--- src/rtl/branch_resolve_predict.sv ---
// branch_resolve_predict: EX-stage branch resolution with bimodal PC-indexed predictor and statistics
//
// Ports:
//   clk, rst_n        clock (rising edge), asynchronous active-low reset
//   if_valid, if_pc   IF-stage lookup request
//   if_pred_taken     combinational prediction for if_pc
//   ex_*  (inputs)    EX-stage branch: valid, is-branch, funct3, operands, pc, target, carried prediction
//   ex_taken          resolved outcome
//   ex_mispredict     resolved outcome differs from carried prediction
//   ex_redirect_pc    correct next PC (target when taken, pc+4 otherwise)
//   ex_illegal        branch encoded with funct3 2 or 3
//   clr_stats         synchronous clear of both statistics counters
//   branch_count      saturating count of legal resolved branches
//   mispredict_count  saturating count of mispredicted legal branches
module branch_resolve_predict #(
   parameter int REG_WIDTH   = 64,
   parameter int PC_WIDTH    = 64,
   parameter int BHT_ENTRIES = 64,
   parameter int CNT_WIDTH   = 32
) (
   input  logic                 clk,
   input  logic                 rst_n,
   input  logic                 if_valid,
   input  logic [PC_WIDTH-1:0]  if_pc,
   output logic                 if_pred_taken,
   input  logic                 ex_valid,
   input  logic                 ex_branch,
   input  logic [2:0]           ex_funct3,
   input  logic [REG_WIDTH-1:0] ex_rs1,
   input  logic [REG_WIDTH-1:0] ex_rs2,
   input  logic [PC_WIDTH-1:0]  ex_pc,
   input  logic [PC_WIDTH-1:0]  ex_target,
   input  logic                 ex_pred_taken,
   output logic                 ex_taken,
   output logic                 ex_mispredict,
   output logic [PC_WIDTH-1:0]  ex_redirect_pc,
   output logic                 ex_illegal,
   input  logic                 clr_stats,
   output logic [CNT_WIDTH-1:0] branch_count,
   output logic [CNT_WIDTH-1:0] mispredict_count
);
   localparam int IDX_W = $clog2(BHT_ENTRIES);
   logic [1:0]           bht_q [BHT_ENTRIES];
   logic [1:0]           bht_d [BHT_ENTRIES];
   logic [CNT_WIDTH-1:0] branch_count_q, branch_count_d;
   logic [CNT_WIDTH-1:0] mispredict_count_q, mispredict_count_d;
   logic                 resolve, legal, eq, lt_s, lt_u, cond;
   logic [IDX_W-1:0]     if_idx, ex_idx;
   logic [1:0]           cur;
   logic                 unused_ok;
   assign unused_ok = ^{if_pc[1:0], if_pc[PC_WIDTH-1:IDX_W+2]};
   always_comb begin
      resolve = ex_valid & ex_branch;
      legal   = resolve & (ex_funct3[2:1] != 2'b01);
      eq      = ex_rs1 == ex_rs2;
      lt_s    = $signed(ex_rs1) < $signed(ex_rs2);
      lt_u    = ex_rs1 < ex_rs2;
      // funct3[2:1] picks the comparison, funct3[0] inverts it (bne/bge/bgeu)
      cond    = ex_funct3[2:1] == 2'b00 ? eq : ex_funct3[2:1] == 2'b10 ? lt_s : lt_u;
      ex_taken       = legal & (cond ^ ex_funct3[0]);
      ex_mispredict  = legal & (ex_taken ^ ex_pred_taken);
      ex_illegal     = resolve & ~legal;
      ex_redirect_pc = ex_taken ? ex_target : ex_pc + PC_WIDTH'(4);
      if_idx        = if_pc[IDX_W+1:2];
      ex_idx        = ex_pc[IDX_W+1:2];
      // reads the registered table, so a same-cycle update is seen only next cycle
      if_pred_taken = if_valid & bht_q[if_idx][1];
      cur   = bht_q[ex_idx];
      bht_d = bht_q;
      if (legal)
         bht_d[ex_idx] = ex_taken ? (cur == 2'b11 ? cur : cur + 2'd1)
                                  : (cur == 2'b00 ? cur : cur - 2'd1);
      branch_count_d     = clr_stats ? '0
                         : branch_count_q + CNT_WIDTH'(legal & ~&branch_count_q);
      mispredict_count_d = clr_stats ? '0
                         : mispredict_count_q + CNT_WIDTH'(ex_mispredict & ~&mispredict_count_q);
   end
   always_ff @(posedge clk or negedge rst_n) begin
      if (!rst_n) begin
         bht_q              <= '{default: 2'b01};
         branch_count_q     <= '0;
         mispredict_count_q <= '0;
      end else begin
         bht_q              <= bht_d;
         branch_count_q     <= branch_count_d;
         mispredict_count_q <= mispredict_count_d;
      end
   end
   assign branch_count     = branch_count_q;
   assign mispredict_count = mispredict_count_q;
endmodule
--- config.mk ---
export PLATFORM = sky130hd
export DESIGN_NAME = branch_resolve_predict
export DESIGN_NICKNAME = d
export VERILOG_FILES = /design/src/rtl/branch_resolve_predict.sv
export SDC_FILE = /design/constraint.sdc
export NUM_CORES = 1
export LEC_CHECK = 0
export CAP_MARGIN = 15
export CORE_AREA = 2 2 180 182
export CTS_CLUSTER_SIZE = 28
export DETAILED_ROUTE_END_ITERATION = 12
export DIE_AREA = 0 0 182 184
export PLACE_DENSITY = 0.77
export REMOVE_ABC_BUFFERS = 1
export SLEW_MARGIN = 10
export SYNTH_ARGS = -nofsm -noshare
export SYNTH_HDL_FRONTEND = slang
export SYNTH_SLANG_ARGS = --single-unit
--- constraint.sdc ---
create_clock -name clk -period 7.6 [get_ports clk]
set_input_delay 2.28 -clock clk [delete_from_list [all_inputs] [get_ports clk]]
set_output_delay 2.28 -clock clk [all_outputs]
set_load 0.005 [all_outputs]
; Yosys cells after proc, flatten, opt, wreduce, memory -nomap -nowiden
; Cells that the tools add are included.
[word_totals]
register_bits = 192
input_bits = 330
out_inout_bits = 132
elab_cells = 117
[classes]
add_sub_neg = 5
magnitude_cmp = 5
eq_ne = 4
muxes = 17
n_bitwise = 13
n_reduce_logical = 7
[op_table]
columns = operator, count
row1 = $bwmux W128, 1
row2 = $lt A64 B64 Y1, 2
row3 = $add A32 B1 Y32, 2
row4 = $add A64 B3 Y64 const B, 1
row5 = $eq A64 B64 Y1, 1
row6 = $mux W32, 2
row7 = $mux W64, 1
row8 = $reduce_and A32 Y1, 2
row9 = $bmux W2 S6, 2
row10 = $mux W2, 8
row11 = $ge A7 B7 Y1 const B, 2
row12 = $not A6 Y7, 2
row13 = $demux W2 S6, 1
row14 = $and A1 B1 Y1, 8
row15 = $lt A7 B1 Y1 const B, 1
row16 = $eq A2 B2 Y1 const B, 2
row17 = $logic_not A2 Y1, 2
row18 = $add A2 B1 Y2 const B, 1
row19 = $logic_not A1 Y1, 2
row20 = $mux W1, 2
row21 = $ne A2 B1 Y1 const B, 1
row22 = $sub A2 B1 Y2 const B, 1
row23 = $xor A1 B1 Y1, 2
row24 = $logic_and A1 B1 Y1, 1
row25 = $not A1 Y1, 1

; Logic depth before layout (Yosys ltp)
[depth]
depth_word = 10
mapped_depth = 21
mapped_depth_nobuf = 21

; Least setup slack after synthesis
; No wires, ideal clock.
[synth_path]
kind = in2out
from = input port if_pc[2]
to = output port if_pred_taken
arrival_ns = 4.838
required_ns = 5.320
path_slack_ns = 0.482
path_stages = 6
n_path_buf = 2
path_cell_list = clkbuf_1 > buf_1 > mux4_2 > mux4_2 > mux4_2 > and2_1
[synth_between]
elab_chain_len = 5
[synth_lines]
columns = element, line
row1 = from (decl), 24  ; input logic [PC_WIDTH-1:0] if_pc,
row2 = $not A6 Y7 (implied by the code), 67  ; if_pred_taken = if_valid & bht_q[if_idx][1];
row3 = $bmux W2 S6, 67
row4 = $mux W2 (implied by the code) (2 in a row), 67
row5 = $and A1 B1 Y1, 67
row6 = to (decl), 25  ; output logic if_pred_taken,
; No other way between the ends. The select of a mux whose other input is x is not followed.

; Worst setup path in the final report
[layout_path]
from = input port ex_rs1[20]
to = output port ex_redirect_pc[9]
[layout_between]
elab_chain_len = 6
word_cells_on_any_way = 8
classes_between = 2 x order compare / 1 x eq/ne / 3 x mux / 2 x bitwise
[layout_lines]
columns = element, line
row1 = from (decl), 29  ; input logic [REG_WIDTH-1:0] ex_rs1,
row2 = $lt A64 B64 Y1 (on tied branches), "57, 56"
row3 = $mux W1, 59  ; cond = ex_funct3[2:1] == 2'b00 ? eq : ex_funct3[2:1] == 2'b10 ? lt_s : lt_u;
row4 = $mux W1 (*), 59
row5 = $xor A1 B1 Y1 (*), 60  ; ex_taken = legal & (cond ^ ex_funct3[0]);
row6 = $and A1 B1 Y1 (*), 60
row7 = $mux W64 (*), 63  ; ex_redirect_pc = ex_taken ? ex_target : ex_pc + PC_WIDTH'(4);
row8 = to (decl), 36  ; output logic [PC_WIDTH-1:0] ex_redirect_pc,
; Mark *: on every way between the ends. The rest lies on a longest branch, timed or not.

==> metrics.txt <==
pin count of the biggest net entering global routing=97; filler instances=2469; Startpoint Class=input port; worst-case vdd ir drop=0.000172 V; final setup violation count=24; number of unique standard cell types used by synthesis=68; area of the mapped netlist=0.0138 sq mm; number of non-filler instances in the completed layout=2402; number of buffers and inverters on the critical path=9; number of buffers on the longest clock path=2; CP peak stage delay=0.38 ns; final std cell area, no fill=0.0204 sq mm; leftover overflow at the end of global routing=0; Routed WL per cell=22.5 um; DRT antenna net count=0; cell repeated most along the worst path=sky130_fd_sc_hd__buf_6; sequential cell area fraction in the yosys report=0.354; via count of the first global-routing pass=14000; chip height=184 um; CTS tree=built; Post-Syn Instances=1487; worst hold endpoint=bht_q[22]$_DFFE_PN1P_; critical hold path startpoint=bht_q[22]$_DFFE_PN1P_; time the worst path needs with I/O delays and setup=7.69 ns; setup repair after global routing missed its margin=yes; placed standard-cell area=0.0186 sq mm; flop2flop setup slack=4.11 ns; Crit. End Element=output port; number of design rule violations left after detail routing=0; data arrival time of the critical path=5.41 ns; cell family with most CP delay=buffers and inverters; async set-reset flop share out of synthesis=1.00; cell count of the worst hold path=2; routability cong.=0.912; NumNets Final=2366; yosys synthesis warning count=0; number of cells in the design after placement=2299; count of maximum capacitance violations=0; total number of placement rows=65; Crit Path Class=input port to output port; Top-Level Pins=462; # clock sinks=192; Port Buffer Count=403; total number of H-tree levels=4; Total Die Area=0.0335 sq mm; Die Span X=182 um; hold slack=0.471 ns; DR vias/cell=5.78; violated checks=setup timing; final worst-path cycle share=1.01; tightest slew margin relative to the limit=0.225; Inserted Clock Buffers=17; number of enable flip-flop cells after synthesis=0; HPWL after detailed placement=38.3 mm; Avg Synthesized Cell Area=9.27 sq um; required time of the critical path=5.32 ns; Leak Pwr=8.44 nW; total count of hold-check failures in the final report=0; signed area change from the synthesized netlist to the final layout=47.9%; post-route clock skew=0.00944 ns; initial cell density of the core=0.439; number of buffers added to fix hold violations after cts=0; Clock Tree Root=sky130_fd_sc_hd__clkbuf_16; global-route usage over all layers=0.311; clock latency of the later-clocked register in the worst-skew pair=0.44 ns; clock transition time at the flip-flop clock pins of the worst setup and hold paths=0.07 ns; global-route wire length before repair=79.6 mm; Worst-Margin Slew=1.16 ns; capturing point of the worst reg2reg path=branch_count[26]$_DFF_PN0_; post-synthesis sequential element count=192; CP Cell Sequence=dlygate4sd2_1, ha_1, nand4_1, nor4_4, inv_1, nor4_2, buf_4, buf_6, a21o_1, a21oi_4, xnor2_2, nor2_4, buf_12, buf_12, buf_16, buf_6, mux2_4, buf_6; final count of pins violating max slew=0; crit path max fanout=6; area of the core=0.0314 sq mm; initial antenna violation count=20; final worst slack=-0.0943 ns; post-detailed-routing wire length=54.2 mm; share of cells above drive strength 1=0.297; detailed router's first-iteration violation count=1131; worst reg-to-reg path cell count=11; ratio of total power to cell area=137 mW/mm^2; DR vias=13900; Worst R2R Start=branch_count[8]$_DFF_PN0_; Hold Crit Class=flip-flop to flip-flop; maximum frequency from static timing analysis=0.130 GHz; first-pass iteration count of the detailed router=7; library cell contributing the largest single delay on the critical path=sky130_fd_sc_hd__nor4_4; ys flop type=sky130_fd_sc_hd__dfrtp_1; outcome=complete, but fails checks
## final cells by class
class / instances / area (sq um) / area share
diodes: 20 / 50.0 / 0.00246
clock buffers: 18 / 439 / 0.0215
clock inverters: 14 / 135 / 0.00663
inverters: 73 / 279 / 0.0137
multi-input cells: 1154 / 9210 / 0.452
flip-flops and latches: 192 / 4880 / 0.240
well taps: 402 / 503 / 0.0247
repair buffers: 529 / 4880 / 0.239
## synthesized netlist by cell type (3+ instances only)
library cell	instances	area share
sky130_fd_sc_hd__buf_12	4	0.0058
sky130_fd_sc_hd__nand4_1	45	0.020
sky130_fd_sc_hd__nor3_1	9	0.0033
sky130_fd_sc_hd__xor2_1	59	0.038
sky130_fd_sc_hd__o21ai_0	50	0.018
sky130_fd_sc_hd__buf_6	10	0.0082
sky130_fd_sc_hd__nor4_1	11	0.0050
sky130_fd_sc_hd__ha_1	69	0.063
sky130_fd_sc_hd__mux2i_1	16	0.012
sky130_fd_sc_hd__nand3_1	88	0.032
sky130_fd_sc_hd__a221oi_1	9	0.0057
sky130_fd_sc_hd__o31ai_1	35	0.019
sky130_fd_sc_hd__a21o_1	5	0.0027
sky130_fd_sc_hd__o22a_1	29	0.018
sky130_fd_sc_hd__and2_1	7	0.0032
sky130_fd_sc_hd__and4_1	9	0.0057
sky130_fd_sc_hd__xnor2_1	57	0.036
sky130_fd_sc_hd__and3b_1	3	0.0019
sky130_fd_sc_hd__nand2_1	210	0.057
sky130_fd_sc_hd__nand2b_1	4	0.0018
sky130_fd_sc_hd__mux4_2	37	0.060
sky130_fd_sc_hd__inv_1	73	0.020
sky130_fd_sc_hd__dfrtp_1	128	0.23
sky130_fd_sc_hd__nor2_1	145	0.039
sky130_fd_sc_hd__clkbuf_1	24	0.0065
sky130_fd_sc_hd__mux2_2	15	0.012
sky130_fd_sc_hd__o21ai_1	6	0.0022
sky130_fd_sc_hd__buf_4	8	0.0044
sky130_fd_sc_hd__buf_2	18	0.0065
sky130_fd_sc_hd__or2_2	3	0.0014
sky130_fd_sc_hd__nor2b_1	9	0.0041
sky130_fd_sc_hd__buf_1	4	0.0011
sky130_fd_sc_hd__nor3_2	3	0.0022
sky130_fd_sc_hd__or3_1	10	0.0045
sky130_fd_sc_hd__dfstp_2	64	0.12
sky130_fd_sc_hd__o21ai_2	30	0.019
sky130_fd_sc_hd__a21oi_1	73	0.027
sky130_fd_sc_hd__mux2_4	30	0.033
sky130_fd_sc_hd__a22oi_1	9	0.0049
sky130_fd_sc_hd__o22ai_1	8	0.0036
sky130_fd_sc_hd__and3_1	29	0.013
## worst min-delay path: cells and delay by family, from the launching register on
kind,cells,cell delay [ns]
AND/OR/NAND/NOR,1,0.04
flip-flops,1,0.37
AO/OA/AOI/OAI,1,0.05
## how the worst max path moves through the flow
stage,startpoint,end,slack [ns],cells past startpoint
floorplan,ex_rs2[9],ex_redirect_pc[0],-1.08,11
global placement,ex_rs2[1],ex_redirect_pc[8],-0.83,16
detailed placement,ex_rs2[14],ex_redirect_pc[8],-0.85,16
CTS,ex_rs2[1],ex_redirect_pc[37],-0.26,15
global route,ex_rs2[31],ex_redirect_pc[9],-0.28,19
finish,ex_rs1[20],ex_redirect_pc[9],-0.09,18
## through the flow
step | TNS (ns) | utilization | setup WS (ns) | power, W
2_1_floorplan | -65.78 | - | -1.08 | 0.00141
3_3_place_gp | -44.53 | 0.591 | -0.829 | 0.00180
3_5_place_dp | -44.61 | 0.591 | -0.849 | 0.00182
4_1_cts | -3.10 | 0.637 | -0.262 | 0.00275
5_1_grt | -9.70 | 0.649 | -0.277 | 0.00290
6_report | -0.454 | 0.649 | -0.0943 | 0.00280
## per-layer routing
layer  GRT usage  up-vias  share of wire  wire length [um]
met5           0        -              0                 0
met4       0.176        0          0.059              3180
li1            -     6310              -                 -
met3      0.0885      173          0.092              5010
met1       0.342     6735           0.36             19400
met2       0.540      667           0.49             26600
## sequential cells by signal, indices dropped and copies added (netlist names)
| signal | count |
|---|---|
| branch_count | 32 |
| bht_q | 128 |
| mispredict_count | 32 |
## cell usage in the layout, fill, tap and decap left out, types with 29 or more instances in the layout
master | Yosys | final
sky130_fd_sc_hd__clkdlybuf4s50_1 | 0 | 214
sky130_fd_sc_hd__nand2_1 | 210 | 207
sky130_fd_sc_hd__nor2_1 | 145 | 145
sky130_fd_sc_hd__dfrtp_1 | 128 | 128
sky130_fd_sc_hd__buf_4 | 8 | 98
sky130_fd_sc_hd__dlygate4sd2_1 | 0 | 88
sky130_fd_sc_hd__nand3_1 | 88 | 73
sky130_fd_sc_hd__a21oi_1 | 73 | 67
sky130_fd_sc_hd__dfstp_2 | 64 | 64
sky130_fd_sc_hd__xor2_1 | 59 | 59
sky130_fd_sc_hd__xnor2_1 | 57 | 55
sky130_fd_sc_hd__o21ai_2 | 30 | 47
sky130_fd_sc_hd__ha_4 | 0 | 47
sky130_fd_sc_hd__nand4_1 | 45 | 45
sky130_fd_sc_hd__clkbuf_2 | 0 | 43
sky130_fd_sc_hd__inv_2 | 0 | 42
sky130_fd_sc_hd__mux2_4 | 30 | 38
sky130_fd_sc_hd__mux4_2 | 37 | 37
sky130_fd_sc_hd__o31ai_1 | 35 | 35
sky130_fd_sc_hd__inv_1 | 73 | 29
sky130_fd_sc_hd__and3_1 | 29 | 29
sky130_fd_sc_hd__o22a_1 | 29 | 29
## repair_timing
item,in CTS,in global routing
pin swaps,61,47
buffers inserted,21,31
cloned,3,2
resized for setup,406,192
setup endpoints to repair,66,66
## report_power, final
part / switching [W] / internal [W] / total, W
combinational: 0.000377 / 0.000415 / 0.000792
sequential: 0.0000347 / 0.00109 / 0.00112
clock: 0.000417 / 0.000466 / 0.000883
## cell families (layout without fill, tap and decap cells)
| family | after synthesis | in the layout | synth area share |
|---|---|---|---|
| and+or+nand+nor | 600 | 600 | 0.206 |
| AOI/OAI and AO/OA | 270 | 270 | 0.132 |
| DFF | 192 | 192 | 0.354 |
| xor gates and xnor gates | 117 | 117 | 0.0757 |
| buffers and inverters | 141 | 634 | 0.0524 |
| adders and majority gates | 69 | 69 | 0.0627 |
| other | 0 | 20 | 0 |
| muxes | 98 | 98 | 0.117 |
(Power assumes the default switching activity.)
==> RTL change 1, RTL diff (same flow settings) <==
Add an input register stage for `ex_pc`, without a reset; this delays it by one clock. The other inputs are not delayed to match.
--- a/src/rtl/branch_resolve_predict.sv
+++ b/src/rtl/branch_resolve_predict.sv
@@ -40,6 +40,13 @@
    output logic [CNT_WIDTH-1:0] mispredict_count
 );
    localparam int IDX_W = $clog2(BHT_ENTRIES);
+
+   logic [PC_WIDTH-1:0] ex_pc_q;
+
+   always_ff @(posedge clk) begin
+      ex_pc_q <= ex_pc;
+   end
+
    logic [1:0]           bht_q [BHT_ENTRIES];
    logic [1:0]           bht_d [BHT_ENTRIES];
    logic [CNT_WIDTH-1:0] branch_count_q, branch_count_d;
@@ -60,9 +67,9 @@
       ex_taken       = legal & (cond ^ ex_funct3[0]);
       ex_mispredict  = legal & (ex_taken ^ ex_pred_taken);
       ex_illegal     = resolve & ~legal;
-      ex_redirect_pc = ex_taken ? ex_target : ex_pc + PC_WIDTH'(4);
+      ex_redirect_pc = ex_taken ? ex_target : ex_pc_q + PC_WIDTH'(4);
       if_idx        = if_pc[IDX_W+1:2];
-      ex_idx        = ex_pc[IDX_W+1:2];
+      ex_idx        = ex_pc_q[IDX_W+1:2];
       // reads the registered table, so a same-cycle update is seen only next cycle
       if_pred_taken = if_valid & bht_q[if_idx][1];
       cur   = bht_q[ex_idx];
Formal check against the unedited RTL: not equivalent (a bounded check fails within 4 cycles, from zero or initial values and one cycle with rst_n low).
==> RTL change 1 against the original RTL <==
Synthesized area up 10%; critical endpoint is now ex_redirect_pc[29]; total power up 26%; worst setup slack better by 0.12 ns; non-clock buffer count down 49; largest cell class unchanged; cell area up 6.2%; routed wire length down 2.5%; die area unchanged; cell count down 3.0%; sequential cell count up 64.
==> RTL change 1: results (changes against the original RTL) <==
* Layout cells sized above 1 at 34.47% (+4.7 points)
* Gr usage total at 30.73% (-0.36 points)
* CP max FO at 7 (+1)
* GR Util met3 at 9.251% (+0.40 points)
* Worst Path Arrival at 5.29 ns (-0.12 ns)
* Fin nets at 2276 (-3.8%)
* Routed len/inst at 22.67 microns (+0.56%)
* Crit path launch: ex_rs1[55]
* Vias in the first global route at 13490 (-3.7%)
* FF-to-FF path depth at 12 (+1)
* Ys async rst share at 75.00% (-25 points)
* Iteration-0 DRC Markers at 825 (-27%)
* Met1 usage at 34.10% (-0.12 points)
* Hold wc startpoint: bht_q[97]
* Multiplexer share of the synthesized area at 22.75% (+11 points)
* Outcome: complete, no violations
* Sw power at 911.8 uW (+10%)
* Compound-Gate Fraction of Synth Area at 4.879% (-8.3 points)
* Clock Latency Late Sink at 0.56 ns (+0.12 ns)
* FILL cells at 2347 (-4.9%)
* Peak VDD IR at 0.0001459 V (-15%)
* Leak Pwr at 0.009397 uW (+11%)
* Initial antenna violation count at 29 (+45%)
* Cell variety after synth at 62 (-8.8%)
* DP HPWL at 37.96 mm (-0.76%)
* Iteration count of the initial detailed-routing pass at 6 (-1)
* Critical register-to-register path startpoint: ex_pc_q[2]
* Worst-Margin Slew at 1.147 ns (-0.01517 ns)
* Setup bufs post-CTS at 25 (+19%)
* Adder-Cell Fraction of Synth Area at 5.678% (-0.59 points)
* Top Family by Delay on Critical Path: simple AND/OR/NAND/NOR gates
* Xor/xnor share of the synthesized area at 6.566% (-1.0 points)
==> RTL change 1: cell types whose count changed after synthesis, moves of 10 or more <==
cell	delta
nand2_1	-117
dfxtp_1	+64
o21ai_2	-30
o22a_1	-28
nor3_1	+10
a21oi_1	-27
o31ai_1	-35
o21ai_0	-28
nor2_1	+15
mux2_2	+120
mux2_4	+27
==> RTL change 1: power by group through the flow <==
stage	registers (uW)	clock network, uW	logic, uW
floorplan	1470	0	231
global placement	1460	0	564
detailed placement	1470	0	574
CTS	1440	1480	618
global route	1450	1540	670
finish	1440	1460	626
==> RTL change 1: metal layers <==
metal  wire [microns]  up-vias
met5               13        -
met4             2988        2
met3             4761      148
met2            26210      559
met1            18840     6368
li1                 -     5987
==> RTL change 1: layout make-up <==
class                      count  area (sq um)  share of cell area [%]
multi-input combinational   1033          9126                   42.17
antenna                       27         67.56                  0.3122
sequential                   256          6170                   28.51
timing repair buffer         480          4483                   20.72
clock inverter                14         163.9                  0.7574
clock buffer                  40         827.0                   3.822
inverter                      77         299.0                   1.382
tap                          402         503.0                   2.324
==> RTL change 1: per-stage QoR <==
step / cells / hold slack (ns) / setup TNS (ns) / worst slack (ns) / total power (uW)
2_1_floorplan: 1365 / 0.4910 / -81.03 / -1.631 / 1697
3_3_place_gp: 2221 / 0.5019 / -43.91 / -0.7517 / 2029
3_5_place_dp: 2221 / 0.5121 / -45.79 / -0.7880 / 2041
4_1_cts: 2306 / 0.5291 / -0.6128 / -0.07823 / 3535
5_1_grt: 2327 / 0.5442 / -0.3030 / -0.03685 / 3655
6_report: 2329 / 0.5270 / 0 / 0.02520 / 3528
==> RTL change 2, RTL diff (same flow settings) <==
Made on the original files. The parameter `REG_WIDTH` goes from 64 to 56.
--- a/src/rtl/branch_resolve_predict.sv
+++ b/src/rtl/branch_resolve_predict.sv
@@ -13,7 +13,7 @@
 //   branch_count      saturating count of legal resolved branches
 //   mispredict_count  saturating count of mispredicted legal branches
 module branch_resolve_predict #(
-   parameter int REG_WIDTH   = 64,
+   parameter int REG_WIDTH   = 56,
    parameter int PC_WIDTH    = 64,
    parameter int BHT_ENTRIES = 64,
    parameter int CNT_WIDTH   = 32
Ports: changed (resized ex_rs1 and ex_rs2); port bits go from 462 to 446. The function was not compared with the original's and may differ.
==> RTL change 2 against the original RTL <==
Sequential share of layout area is 0.78 points higher; non-clock buffer count is 70 lower; worst setup slack gained 0.17 ns; maximum frequency grew 2.2%; sequential cell count is the same; cell area fell by 3.1%; clock skew up 0.011 ns; routed wire length decreased by 8.3%; synthesized area rose by 2.1%; total power shrank 4.7%; register-to-register slack better by 0.39 ns; sequential power is essentially flat; first-iteration DRC count shrank 27%; largest cell class unchanged.
==> RTL change 2: results (changes against the original RTL) <==
* Outcome: complete, no violations
* Min Tclk post-route at 7.526 ns (-0.1688 ns)
* Routed len/inst at 21.52 microns (-4.5%)
* CP max stage cell: clkdlybuf4s50_1
* Peak VDD IR at 0.0001550 V (-10%)
* Sequential share of the synthesized area at 34.72% (-0.73 points)
* Layout cells sized above 1 at 25.22% (-4.5 points)
* Adder-Cell Fraction of Synth Area at 5.425% (-0.84 points)
* Hold worst-path end: bht_q[54]
* Total wire length at 49.65 mm (-8.3%)
* First-pass GRT wire length at 75.51 mm (-5.2%)
* Switching Share at 29.75% (+0.15 points)
* Port buffer count at 387 (-4.0%)
* Fin Hold WS at 0.5017 ns (+0.03060 ns)
* DR WL met3 at 4.125 mm (-18%)
* Worst path max stage delay at 0.45 ns (+0.07 ns)
* GRT met2 Usage at 50.98% (-3.1 points)
* FF-to-FF path depth at 12 (+1)
* Combinational power at 662 uW (-16%)
* GR Util met3 at 7.389% (-1.5 points)
* Sequential power share at 41.8% (+1.6 points)
* RePlAce Congestion at 0.9697 (+6.3%)
* Vias in the first global route at 13440 (-4.0%)
* Iteration count of the initial detailed-routing pass at 5 (-2)
* Cells after Synth at 1489 (+0.13%)
* Skew final at 0.02060 ns (+0.01116 ns)
* Multiplexer share of the synthesized area at 14.36% (+2.7 points)
* Pint at 1874 uW (-4.9%)
* Worst reg2reg path endpoint: branch_count[28]
* Placement Cell Area at 0.01837 sq mm (-0.97%)
* Largest net degree at the start of global routing at 86 (-11%)
* DP HPWL at 35.66 mm (-6.8%)
* Critical register-to-register path startpoint: branch_count[4]
* Vias per cell at 5.736 (-0.77%)
* Fin nets at 2253 (-4.8%)
* Synth top area cells: dfrtp_1 23%, dfstp_2 12%, mux4_2 6.4%
* Gr usage total at 29.19% (-1.9 points)
* Initial antenna violation count at 14 (-30%)
* Setup slack at placement at -0.5018 ns (+0.3475 ns)
## RTL change 2: changes by cell type after synthesis, moves of 19 or more
cell and change:
a21oi_1 +28, mux2_4 +19, nand2_1 -93, nand3_1 -23, nor2_1 +77, o21ai_2 -30, o22a_1 -28, o31ai_1 -20
o41ai_2 +32
## RTL change 2: how the worst max path moves through the flow
stage          startpoint                  to  slack, ns  cells after the start
2_1_floorplan  ex_rs2[14]   ex_redirect_pc[0]      -0.22                     10
3_3_place_gp   ex_rs2[11]  ex_redirect_pc[51]      -0.44                     14
3_5_place_dp   ex_rs2[47]   ex_redirect_pc[4]      -0.50                     14
5_1_grt        ex_rs2[54]  ex_redirect_pc[59]      -0.03                     16
4_1_cts        ex_rs2[46]  ex_redirect_pc[23]      0.003                     17
6_report        ex_rs2[1]  ex_redirect_pc[59]       0.07                     15
## RTL change 2: worst max-delay path: cells and delay by family
kind	cells	cell delay (ns)
adder cells (fa/ha/maj)	1	0.22
AO/OA/AOI/OAI	4	0.67
multiplexers	1	0.31
buffers and inverters	6	1.10
AND/OR/NAND/NOR	3	0.65
## RTL change 2: area by class of cell
class                           count  area (sq um)  share of cell area, %
Inverter                           73         274.0                  1.388
Timing Repair Buffer              459          4358                  22.08
Antenna cell                       14         35.03                 0.1775
Tap cell                          402         503.0                  2.548
Clock buffer                       18         439.2                  2.225
Multi-Input combinational cell   1135          9105                  46.12
Clock inverter                     14         141.4                 0.7162
Sequential cell                   192          4885                  24.74
## RTL change 2: repair_timing
action / 4_1_cts / 5_1_grt
pin swaps: 50 / 24
setup buffers: 22 / 5
endpoints found under the setup margin: 66 / 66
gates cloned: 5 / 0
resized for setup: 357 / 86
